### config.mk
export PLATFORM = sky130hd
export DESIGN_NAME = write_address_generator_filter
export DESIGN_NICKNAME = d
export VERILOG_FILES = /design/src/rtl/write_address_generator_filter.sv
export SDC_FILE = /design/constraint.sdc
export NUM_CORES = 1
export LEC_CHECK = 0
export CORE_MARGIN = 2
export CORE_UTILIZATION = 58
export DETAILED_ROUTE_END_ITERATION = 10
export HOLD_SLACK_MARGIN = 0.1
export PLACE_DENSITY = 0.83
export RECOVER_POWER = 25
export SYNTH_ARGS = -nofsm -noshare
export SYNTH_HDL_FRONTEND = slang
export SYNTH_SLANG_ARGS = --single-unit
### constraint.sdc
create_clock -name clk -period 4.3 [get_ports clk]
set_input_delay 1.075 -clock clk [delete_from_list [all_inputs] [get_ports clk]]
set_output_delay 1.075 -clock clk [all_outputs]
set_load 0.02 [all_outputs]
### src/rtl/write_address_generator_filter.sv
// Write-side address generator for a filter scratchpad: accepts filter words into a ring of
// NUM_FILTERS slots and tracks how many complete filters are waiting for the read side.
module write_address_generator_filter #(
    parameter int SP_SIZE              = 8,
    parameter int FILTER_SIZE_REG_SIZE = 8,
    parameter int POINTER_SIZE         = 8,
    parameter int NUM_FILTERS          = 4,
    parameter int CNT_SIZE             = 3
) (
    input  logic                            clk,
    input  logic                            rst,
    input  logic                            start,
    input  logic [FILTER_SIZE_REG_SIZE-1:0] filter_size,
    input  logic                            in_valid,
    output logic                            in_ready,
    output logic                            wen,
    output logic [POINTER_SIZE-1:0]         write_pointer,
    input  logic                            release_filter,
    output logic                            filter_done,
    output logic [CNT_SIZE-1:0]             filters_stored,
    output logic                            full,
    output logic                            empty
);

    localparam logic [1:0] IDLE = 2'd0;
    localparam logic [1:0] FILL = 2'd1;
    localparam logic [1:0] FULL = 2'd2;

    localparam int SUM_W = ((SP_SIZE > FILTER_SIZE_REG_SIZE) ? SP_SIZE : FILTER_SIZE_REG_SIZE) + 1;

    logic [1:0]                      state_q, state_d;
    logic [SP_SIZE-1:0]              base_q, base_d;
    logic [CNT_SIZE-1:0]             slot_q, slot_d;
    logic [FILTER_SIZE_REG_SIZE-1:0] pif_q, pif_d;
    logic [FILTER_SIZE_REG_SIZE-1:0] size_q, size_d;
    logic [CNT_SIZE-1:0]             cnt_q, cnt_d;
    logic                            done_q;

    logic             complete;
    logic [SUM_W-1:0] ptr_sum;

    assign in_ready       = (state_q == FILL);
    assign wen            = in_valid & in_ready;
    assign ptr_sum        = SUM_W'(base_q) + SUM_W'(pif_q);
    assign write_pointer  = POINTER_SIZE'(ptr_sum);
    assign filter_done    = done_q;
    assign filters_stored = cnt_q;
    assign full           = (cnt_q == CNT_SIZE'(NUM_FILTERS));
    assign empty          = (cnt_q == '0);

    // size_q is never zero while filling, so size_q-1 cannot underflow here
    assign complete = wen && (pif_q == size_q - FILTER_SIZE_REG_SIZE'(1));

    always_comb begin
        state_d = state_q;
        base_d  = base_q;
        slot_d  = slot_q;
        pif_d   = pif_q;
        size_d  = size_q;
        cnt_d   = cnt_q;

        if (complete) begin
            pif_d = '0;
            if (slot_q == CNT_SIZE'(NUM_FILTERS - 1)) begin
                base_d = '0;
                slot_d = '0;
            end else begin
                base_d = base_q + SP_SIZE'(size_q);
                slot_d = slot_q + CNT_SIZE'(1);
            end
        end else if (wen) begin
            pif_d = pif_q + FILTER_SIZE_REG_SIZE'(1);
        end

        // A release that coincides with a completion cancels it; a release with nothing stored is dropped
        if (complete && !release_filter) begin
            cnt_d = cnt_q + CNT_SIZE'(1);
        end else if (release_filter && !complete && (cnt_q != '0)) begin
            cnt_d = cnt_q - CNT_SIZE'(1);
        end

        case (state_q)
            IDLE: begin
                if (start && (filter_size != '0)) begin
                    state_d = FILL;
                    size_d  = filter_size;
                end
            end
            FILL: begin
                if (complete && (cnt_d == CNT_SIZE'(NUM_FILTERS))) begin
                    state_d = FULL;
                end
            end
            FULL: begin
                if (release_filter) begin
                    state_d = FILL;
                end
            end
            default: state_d = IDLE;
        endcase
    end

    always_ff @(posedge clk or negedge rst) begin
        if (!rst) begin
            state_q <= IDLE;
            base_q  <= '0;
            slot_q  <= '0;
            pif_q   <= '0;
            size_q  <= '0;
            cnt_q   <= '0;
            done_q  <= 1'b0;
        end else begin
            state_q <= state_d;
            base_q  <= base_d;
            slot_q  <= slot_d;
            pif_q   <= pif_d;
            size_q  <= size_d;
            cnt_q   <= cnt_d;
            done_q  <= complete;
        end
    end

endmodule

Word level (Yosys, flattened, before mapping)
Index checks and enable logic that the tools add are counted.
{"block": "word_totals", "ff_bits": 33, "latch_bits": 0, "ram_bits": 0, "mem_bits_ro": 0, "inputBits": 13, "output_inout_bits": 16, "wordCells": 49, "n_memories": 0}
{"block": "classes", "n_addsub": 7, "multipliers": 0, "div": 0, "n_lt_le_gt_ge": 0, "eq_ne": 9, "shift": 0, "n_mux": 10, "bitwise_logic": 1, "n_reduce_logical": 15}
{"op": "$mux W8", "n": 3}
{"op": "$add A8 B8 Y8", "n": 2}
{"op": "$mux W3", "n": 3}
{"op": "$add A8 B1 Y8 const B", "n": 1}
{"op": "$eq A8 B8 Y1", "n": 1}
{"op": "$reduce_bool A8 Y1", "n": 1}
{"op": "$sub A8 B1 Y8 const B", "n": 1}
{"op": "$add A3 B1 Y3 const B", "n": 2}
{"op": "$eq A3 B3 Y1 const B", "n": 2}
{"op": "$logic_and A1 B1 Y1", "n": 6}
{"op": "$mux W2", "n": 3}
{"op": "$pmux W2 S3", "n": 1}
{"op": "$ne A2 B2 Y1 const B", "n": 2}
{"op": "$eq A3 B2 Y1 const B", "n": 1}
{"op": "$logic_not A3 Y1", "n": 1}
{"op": "$reduce_and A3 Y1", "n": 1}
{"op": "$reduce_bool A3 Y1", "n": 1}
{"op": "$sub A3 B1 Y3 const B", "n": 1}
{"op": "$eq A2 B1 Y1 const B", "n": 1}
{"op": "$eq A2 B2 Y1 const B", "n": 1}
{"op": "$logic_not A1 Y1", "n": 2}
{"op": "$logic_not A2 Y1", "n": 1}
{"op": "$ne A2 B1 Y1 const B", "n": 1}
{"op": "$reduce_and A2 Y1", "n": 1}
{"op": "other kinds (2)", "n": 2}

Depth between registers and ports, before layout
Gate-level depths: netlist of the first run.
{"block": "depth", "depth_word": 12, "depth_mapped": 11, "depth_no_buf": 9}

Worst setup path after synthesis of the first run
No wires, ideal clock.
{"block": "synth_timing", "path_kind": "register to output", "from": "reg pif_q[0]", "to": "out write_pointer[6]", "t_arrival_ps": 1912, "t_required_ps": 3225, "path_slack_ps": 1313, "path_stages_with_launch": 10, "n_path_buf": 0, "path_cell_list": "dfrtp_1 ha_1 inv_1 fa_1 inv_1 a21oi_1 o21bai_1 a21o_1 a21oi_1 xnor2_1"}
{"block": "synth_via", "elab_chain_len": 1}
{"item": "start, declared", "line_no": "34", "text": "logic [FILTER_SIZE_REG_SIZE-1:0] pif_q, pif_d;"}
{"item": "start signal, assigned", "line_no": "116", "text": "pif_q <= pif_d;"}
{"item": "$add A8 B8 Y8", "line_no": "44", "text": "assign ptr_sum = SUM_W'(base_q) + SUM_W'(pif_q);"}
{"item": "end, declared", "line_no": "17", "text": "output logic [POINTER_SIZE-1:0] write_pointer,"}
No other way between the ends.

Worst setup path after layout of the first run
Ends and elaborated chain as after synthesis.

==> summary.txt, run 1 <==
Status
  • Status: finished with violations
  • Failing checks: max-capacitance violations, max-slew violations

Logic synthesis
  • Synthesized instance count: 247
  • #FFs+latches synth: 33
  • Sequential area share after synthesis: 35.3%
  • Post-synth EDFFs: 0
  • Avg Inst Size Synth: 9.48 um2
  • Library cells used by synthesis: 55
  • Net count after synthesis: 282
  • Post-Synthesis Cell Area: 2340 um2
  • Dominant synthesized flop cell: dfrtp_1
  • Top cells by area in the synthesized netlist: dfrtp_1 (35%), ha_1 (11%), xnor2_1 (5.6%)
  • Synth Warn #: 0
  • Synth top area share: 35.3%
  • Most area-hungry cell type in the Yosys netlist: dfrtp_1
  • Async SR Flop Fraction: 100%

Die
  • IO Pins: 29
  • Core box area: 3940 um2
  • Row cnt: 23
  • Initial Util: 59.4%
  • Die Ht: 67.6 um
  • Die area: 4560 um2
  • Die X: 67.6 um

Placed design
  • Pre-CTS setup slack: around 730 ps
  • IO buf count: 28
  • Final HPWL from detailed placement: 3.83 mm
  • Final GP Congestion: 0.824

Pwr
  • Clock power frac: 15.2%
  • Leakage power: 1.26 nW
  • Maximum vdd drop: ~390 uV
  • Power density cells: 739 nW/um2
  • NetSw: 0.875 mW
  • Cell-internal power: 1.17 mW
  • Sw Ratio: a little over two fifths
  • Combinational power share: 55.7%
  • Seq pwr share: 29.1%
  • Tot Pwr: 2.04 mW

Layout
  • ANT cells: 0
  • Layout Nets: 313
  • Final Core Density: 70.1%
  • Share of cells above drive strength 1: under 10%
  • Layout area overhead: 18.1%

Timing
  • Final setup violation count: 0
  • Worst Slack Setup Final: 456 ps
  • Max-slew headroom: -22.4%
  • Hold Vio Cnt, Final: 0
  • Fmax: approximately 260 MHz
  • Hold slack: about 500 ps
  • Clk_skew: 7.99 ps
  • Total negative slack: 0 ps
  • Unrepaired setup endpoints after global routing: no
  • Final Slew Violations: 34
  • Worst slew pin tran: 1840 ps
  • Final Critical Period: 3840 ps
  • Fin crit share: 89.4%

Critical path
  • CP arrival: 2770 ps
  • FF-to-FF path depth: 8
  • R2R Setup Slk: 1700 ps
  • Reg2reg end: filters_stored[0]
  • Crit-path max FO: 8
  • Data required, critical path: 3220 ps
  • Kind of critical path: flop to primary output
  • Reg2Reg Launch Point: size_q[0]
  • CP Launch Type: flop
  • CP endpoint kind: primary output

Clock network
  • CTS Root Cell: clkbuf_8
  • Worst-Skew Late Latency: 290 ps
  • H-tree Lvls: 2
  • CTS tree: yes
  • Num Clock Sinks: 33
  • CTS Hold Bufs: 0
  • Max Buffers Root-to-Sink: 2
  • CTS resizes: 0
  • Clock Pin Slew Worst Setup and Hold Paths: 70 ps
  • CTS buffer count: 5
  • Setup bufs post-CTS: 0

Routing
  • Routed wire per std cell: 15.9 um
  • M1 wire length: 2.30 mm
  • Via density per instance: 5.81
  • Routed WL: roughly 5.2 mm
  • DR WL met3: 228 um
  • WL met2: 2.65 mm
  • Via Count: 1910
  • 1st-iter DRT viols: 100
  • Top routing layer in use: met4
  • Detailed Routing Iterations Pass 1: 4
  • DRC: 0
  • Routed Antenna Nets: 0

Global route
  • Global route overflow: 0
  • Largest net degree at the start of global routing: 34
  • GRT Total Usage: between 20 and 30%
  • Vias in the first global route: 1819
  • First-pass GRT wire length: ~8.6 mm
  • Antenna violations before repair: 0

Min path
  • HP Start: slot_q[1]
  • Hold WC Path Type: flop to flop
  • Worst hold path depth: 2
  • WHS Endpoint: slot_q[1]

Flow run
  • Max-Cap Viols: 1
==> state kept, by name (all words and copies together) (netlist names) <==
register	flops
base_q	8
filters_stored	3
slot_q	3
state_q	2
pif_q	8
filter_done	1
size_q	8
==> cells in the mapped netlist, types with 3 or more instances <==
cell and number:
and2_1 3, o21bai_1 4, nor3_1 6, and3_1 4, nand4_1 4, nor4_1 3
nand4b_1 3, o21ai_0 14, mux2_2 9, nor2b_1 5, dfrtp_1 33, xnor2_1 15
nand2b_1 4, nand2_1 19, inv_1 21, o31ai_1 3, xor2_1 10, nor2_1 11
ha_1 20, nand3_1 4, a21oi_1 12
==> cells by family (layout without fill, tap and decap cells) <==
family	after synthesis	count (layout)	synth area share (%)
buffers and inverters	28	60	5.55
multiplexers	10	10	4.75
XOR/XNOR	25	25	9.35
flip-flops	33	33	35.3
AO/OA/AOI/OAI	54	54	15.7
adder cells (fa/ha/maj)	22	22	12.4
AND/OR/NAND/NOR	75	75	17.0
==> power groups by stage <==
stage               Clock, mW  Sequential [mW]  Combinational [mW]
CTS                     0.315            0.592                1.14
global placement            0            0.591                1.09
detailed placement          0            0.599                1.12
finish                  0.311            0.595                1.14
floorplan                   0            0.551               0.798
global route            0.327            0.610                1.26
==> critical path: stages (launching register included) <==
cell             delay (ps)
dfrtp_1                 490
ha_1                    230
inv_1                    60
fa_1                    400
inv_1                    70
a21oi_1                  60
o21bai_1                200
a21o_1                  140
a21oi_1                  70
xnor2_1                 140
clkdlybuf4s50_1         620
==> worst max-delay path by stage <==
| stage | depth (start not counted) | to | from |
|---|---|---|---|
| 2_1_floorplan | 9 | write_pointer[6] | pif_q[0] |
| 3_3_place_gp | 4 | wen | in_valid |
| 3_5_place_dp | 4 | wen | in_valid |
| 4_1_cts | 10 | write_pointer[6] | pif_q[0] |
| 5_1_grt | 10 | write_pointer[6] | pif_q[0] |
| 6_report | 10 | write_pointer[6] | pif_q[0] |
==> metrics by stage <==
stage                     instance area, um2  cells
after CTS                               2770    329
after detailed placement                2650    321
after global placement                  2650    321
final                                   2770    329
after global routing                    2770    329
after floorplan                         2340    247
==> routing by layer <==
metal  global-route usage, %  vias to the layer above
li1                        -                      940
met1                    31.8                      917
met2                    44.6                       46
met3                    3.67                        7
met4                    8.42                        0
met5                       0                        -
==> cell type report <==
| type | instances | area (um2) |
|---|---|---|
| well taps | 50 | 62.6 |
| fillers | 323 | 1180 |
| clock inverters | 1 | 30.0 |
| flip-flops and latches | 33 | 826 |
| multi-input cells | 186 | 1390 |
| clock buffers | 7 | 86.3 |
| repair buffers | 30 | 292 |
| inverters | 22 | 82.6 |
==> layout by cell type, fill, tap and decap left out, types with 6 or more instances in the layout <==
cell type and count:
clkdlybuf4s50_1 27, nor2_1 11, dfrtp_1 33, ha_1 20
nor3_1 6, xnor2_1 15, mux2_2 9, nand2_1 19
a21oi_1 12, xor2_1 10, clkbuf_8 6, inv_1 21
o21ai_0 14
No activity file was read; power rests on OpenSTA's default activity.
==> run 2, diff against run 1 <==
Settings changed: CORE_MARGIN 2 to 1, DONT_BUFFER_PORTS set to 1, PLACE_DENSITY 0.83 to 0.74, SKIP_LAST_GASP set to 1.
==> summary.txt, run 2 (synthesized netlist as in run 1, its figures left out) <==
Timing
  • Clk_skew: 7.10 ps
  • Total negative slack: 0 ps
  • Final Critical Period: 3510 ps
  • Unrepaired setup endpoints after global routing: no
  • Fmax: 285 MHz
  • Worst slew pin tran: about 820 ps
  • Hold Vio Cnt, Final: 0
  • Final Slew Violations: 0
  • Final setup violation count: 0
  • Fin crit share: approximately four fifths
  • Max-slew headroom: 45.4%

Global route
  • Global route overflow: 0
  • GRT Total Usage: 24.6%
  • Vias in the first global route: roughly 1.7k
  • Antenna violations before repair: 0
  • Largest net degree at the start of global routing: 34
  • First-pass GRT wire length: approximately 7.9 mm

Layout
  • Final instance area: 2430 um2
  • Layout Nets: ~280
  • Largest regs: base_q (8), pif_q (8), size_q (8)
  • Final Core Density: 64.6%
  • Layout area overhead: 3.95%
  • Share of cells above drive strength 1: 6.83%
  • Most frequent cells in the layout: dfrtp_1 (33), inv_1 (21), ha_1 (20)
  • Final Non-Filler Cells: 297
  • Most common cell after layout, fill and taps aside: dfrtp_1
  • ANT cells: 0

Die
  • Die Ht: 65.6 um
  • IO Pins: 29
  • Die area: roughly 4300 um2
  • Die X: about 66 um
  • Core box area: around 3800 um2
  • Row cnt: 22
  • Initial Util: between 60% and 70%

Clock network
  • CTS buffer count: 5
  • CTS resizes: 0
  • Worst-Skew Late Latency: ~280 ps
  • Clock Pin Slew Worst Setup and Hold Paths: 70 ps
  • Setup bufs post-CTS: 0
  • CTS tree: yes
  • H-tree Lvls: 2
  • CTS Hold Bufs: 0
  • CTS Root Cell: clkbuf_8
  • Max Buffers Root-to-Sink: 2
  • Num Clock Sinks: 33

Pwr
  • Power density cells: 714 nW/um2
  • Maximum vdd drop: 336 uV
  • Leakage power: around 1.1 nW

Critical path
  • Critical Path Start: pif_q[0]
  • CP endpoint kind: primary output
  • CP arrival: 2440 ps
  • CP Launch Type: flop
  • Data required, critical path: ~3200 ps
  • Reg2Reg Launch Point: size_q[1]
  • Crit-path max FO: 8
  • Kind of critical path: flop to primary output

Routing
  • Routed wire per std cell: 15.5 um
  • Routed Antenna Nets: 0
  • Via Count: approximately 1.8k
  • DRC: 0
  • Detailed Routing Iterations Pass 1: 4
  • Routed WL: roughly 4.6 mm
  • Via density per instance: 5.93
  • 1st-iter DRT viols: a little under 100

Status
  • Status: finished clean

Placed design
  • Final HPWL from detailed placement: 3.46 mm
  • IO buf count: 0
  • Post-placement cell count: 289
  • Placed Instance Area: 2350 um2
  • Final GP Congestion: 0.819

Flow run
  • Max-Cap Viols: 0

Min path
  • Hold WC Path Type: input port to async pin
[run 2: cell types whose count changed in the layout (fill, tap and decap cells not counted)]
cell,delta
buf_4,-1
bufinv_16,-1
clkbuf_1,+1
clkbuf_8,-1
clkdlybuf4s50_1,-27
dlygate4sd3_1,-1
[run 2: cell type report]
| cell class | count | area (um2) |
|---|---|---|
| fill | 313 | 1340 |
| sequential | 33 | 826 |
| tap | 48 | 60.1 |
| inverter | 22 | 82.6 |
| multi-input combinational | 186 | 1390 |
| clock buffer | 8 | 80.1 |
[run 2: power breakdown]
group	total (mW)	switching, mW	internal (mW)
clock network	0.222	0.107	0.115
logic	0.906	0.509	0.397
registers	0.611	0.194	0.417
total	1.74	0.810	0.929
[run 2: through the flow]
step	setup WS (ps)	hold slack [ps]	total power, mW
global placement	1220	470	1.51
detailed placement	1100	485	1.52
global route	639	465	1.90
CTS	781	475	1.75
floorplan	1310	454	1.35
finish	785	479	1.74
[run 2: layer usage]
layer	global-route usage, %	part of all wire (%)
met2	36.5	45
met3	6.08	5.4
met4	9.78	1.9
met1	34.3	48
met5	0	0
[run 2: worst max-delay path, cell delays in order (launching register included)]
cell and delay, ps:
dfrtp_1 510, ha_1 240, inv_1 60, fa_1 400, inv_1 70, a21oi_1 50, o21bai_1 190, a21o_1 150
a21oi_1 70, xnor2_1 420
[run 2: worst paths after layout]
| kind | endpoint | cells past startpoint | slack [ps] |
|---|---|---|---|
| min reg2reg | slot_q[1] | 2 | 490 |
| max | write_pointer[6] | 9 | 790 |
| min in group clk | slot_q[1] | 2 | 490 |
| max reg2reg | filters_stored[1] | 9 | 1490 |
| min | base_q[3] | 0 | 480 |
| max in group asynchronous | size_q[0] | 0 | 3730 |
==> run 3, diff against run 2 <==
Settings changed: CORE_UTILIZATION 58 to 57, PLACE_DENSITY 0.74 to 0.75.
Clock period 4.3 ns to 2.9 ns, I/O delays scaled along.
==> summary.txt, run 3 (synthesized netlist as in run 1, its figures left out) <==
Global route
  • Grt met1 use: 32.7%
  • Antenna violations before repair: 0
  • Largest net degree at the start of global routing: 34
  • Vias in the first global route: roughly 1.8k
  • GRT Total Usage: 25.2%
  • First-pass GRT wire length: 8.13 mm
  • Met2 Usage GRT: 40.9%
  • GR Layer Usage met3: under 10%
  • GRT busiest layer: met2
  • Global route overflow: 0

Timing
  • Worst slew pin tran: 596 ps
  • Fmax: 362 MHz
  • Hold Vio Cnt, Final: 0
  • Final Slew Violations: 0
  • Max-slew headroom: 60.2%
  • Clk_skew: ~3.3 ps
  • Final setup violation count: 0
  • Final Critical Period: 2760 ps
  • Fin crit share: 95.3%

Layout
  • Final Core Density: 68.3%
  • Final instance area: 2600 um2
  • Layout Nets: 294
  • Layout area overhead: 10.8%
  • Most common cell after layout, fill and taps aside: dfrtp_1
  • ANT cells: 0
  • Share of cells above drive strength 1: 15.8%
  • Most frequent cells in the layout: dfrtp_1 (32), inv_1 (19), nand2_1 (19), ha_1 (19), xnor2_1 (15)
  • Largest regs: base_q (8), pif_q (8), size_q (8)

Routing
  • Routed Antenna Nets: 0
  • Via density per instance: 5.94
  • Routed WL: 4.89 mm
  • 1st-iter DRT viols: 103
  • DRC: 0
  • Detailed Routing Iterations Pass 1: 4
  • Routed wire per std cell: 15.9 um
  • Via Count: 1829

Critical path
  • Kind of critical path: flop to primary output
  • CP arrival: 2040 ps
  • Crit-path max FO: 2
  • Slowest cell on the critical path: dfrtp_1
  • Critical Path, Cell by Cell: ha_4 > inv_2 > fa_2 > inv_2 > a21oi_2 > o21bai_1 > a21o_1 > a21oi_2 > xnor2_1 > buf_4
  • Crit path max-delay family: adder cells
  • R2R Setup Slk: 280 ps
  • Buf/Inv on CP: 3
  • CP endpoint kind: primary output
  • CP Launch Type: flop
  • Critical path's largest stage delay: 400 ps
  • Data required, critical path: around 2200 ps

Clock network
  • CTS buffer count: 5
  • Clock Pin Slew Worst Setup and Hold Paths: approximately 70 ps
  • Num Clock Sinks: 33
  • Worst-Skew Late Latency: 290 ps
  • CTS tree: yes
  • Max Buffers Root-to-Sink: 2
  • CTS Hold Bufs: 0
  • H-tree Lvls: 2
  • CTS Root Cell: clkbuf_8

Pwr
  • Combinational power share: 52.9%
  • Tot Pwr: 2.88 mW
  • Clock power frac: 16.0%
  • Maximum vdd drop: 541 uV
  • Sw Ratio: 44.6%
  • Cell-internal power: 1.60 mW
  • Seq pwr share: 31.1%
  • Power density cells: between 1000 and 1500 nW/um2
  • Leakage power: around 1.2 nW
  • NetSw: 1.29 mW

Die
  • Die area: 4370 um2
  • Row cnt: 22
  • Die Ht: about 66 um
  • Core box area: 3800 um2
  • IO Pins: 29
  • Initial Util: 61.7%
  • Die X: about 66 um

Placed design
  • Final HPWL from detailed placement: 3.64 mm
  • IO buf count: 0
  • Placed Instance Area: 2390 um2
  • Final GP Congestion: 0.824

Status
  • Status: finished clean

Flow run
  • Max-Cap Viols: 0

Min path
  • Hold WC Path Type: input port to async pin
==> run 3: cell count changes in the layout (fill, tap and decap cells not counted), sizes merged <==
cell	change
buf	+11
bufinv	+1
clkbuf	-2
clkinvlp	+1
==> run 3: path summary, 6_finish.rpt <==
path | cells past startpoint | end | startpoint
setup reg to reg | 9 | filters_stored[2] | size_q[1]
hold reg to reg | 2 | slot_q[1] | slot_q[1]
hold / removal | 0 | base_q[6] | rst
min in group clk | 2 | slot_q[1] | slot_q[1]
max in group asynchronous | 0 | pif_q[1] | rst
setup / recovery | 10 | write_pointer[6] | pif_q[0]
==> run 3: routing by layer <==
metal,vias to the layer above,share of wire [%]
met3,6,4.7
li1,902,-
met1,875,46
met4,0,1.3
met2,46,48
met5,-,0
==> run 3: per-stage QoR <==
stage / setup WS [ps] / hold WS (ps) / std cells / TNS [ps]
CTS: -10.2 / 116 / 304 / -10.2
global route: -24.4 / 110 / 308 / -24.4
floorplan: 263 / 429 / 247 / 0
detailed placement: 246 / 430 / 294 / 0
finish: 136 / 124 / 308 / 0
global placement: 334 / 430 / 294 / 0
==> run 3: timing repair <==
action | 4_1_cts | 5_1_grt
setup buffers | 2 | 4
setup endpoints to repair | 2 | 3
resized for setup | 2 | 10
pin swaps | 1 | 9
hold endpoints to repair | 0 | 0
==> run 3: area by class of cell <==
| cell class | count | area (um2) |
|---|---|---|
| Clock inverter | 2 | 37.5 |
| Sequential cell | 33 | 827 |
| Fill cell | 297 | 1200 |
| Timing Repair Buffer | 11 | 82.6 |
| Inverter | 22 | 82.6 |
| Clock buffer | 6 | 82.6 |
| Multi-Input combinational cell | 186 | 1420 |
| Tap cell | 48 | 60.1 |
==> run 3: power by group through the flow <==
stage	Sequential (mW)	Combinational [mW]	Clock, mW
after floorplan	0.817	1.18	0
after detailed placement	0.900	1.39	0
after global routing	0.919	1.71	0.482
final	0.897	1.52	0.461
after CTS	0.892	1.43	0.467
after global placement	0.890	1.36	0
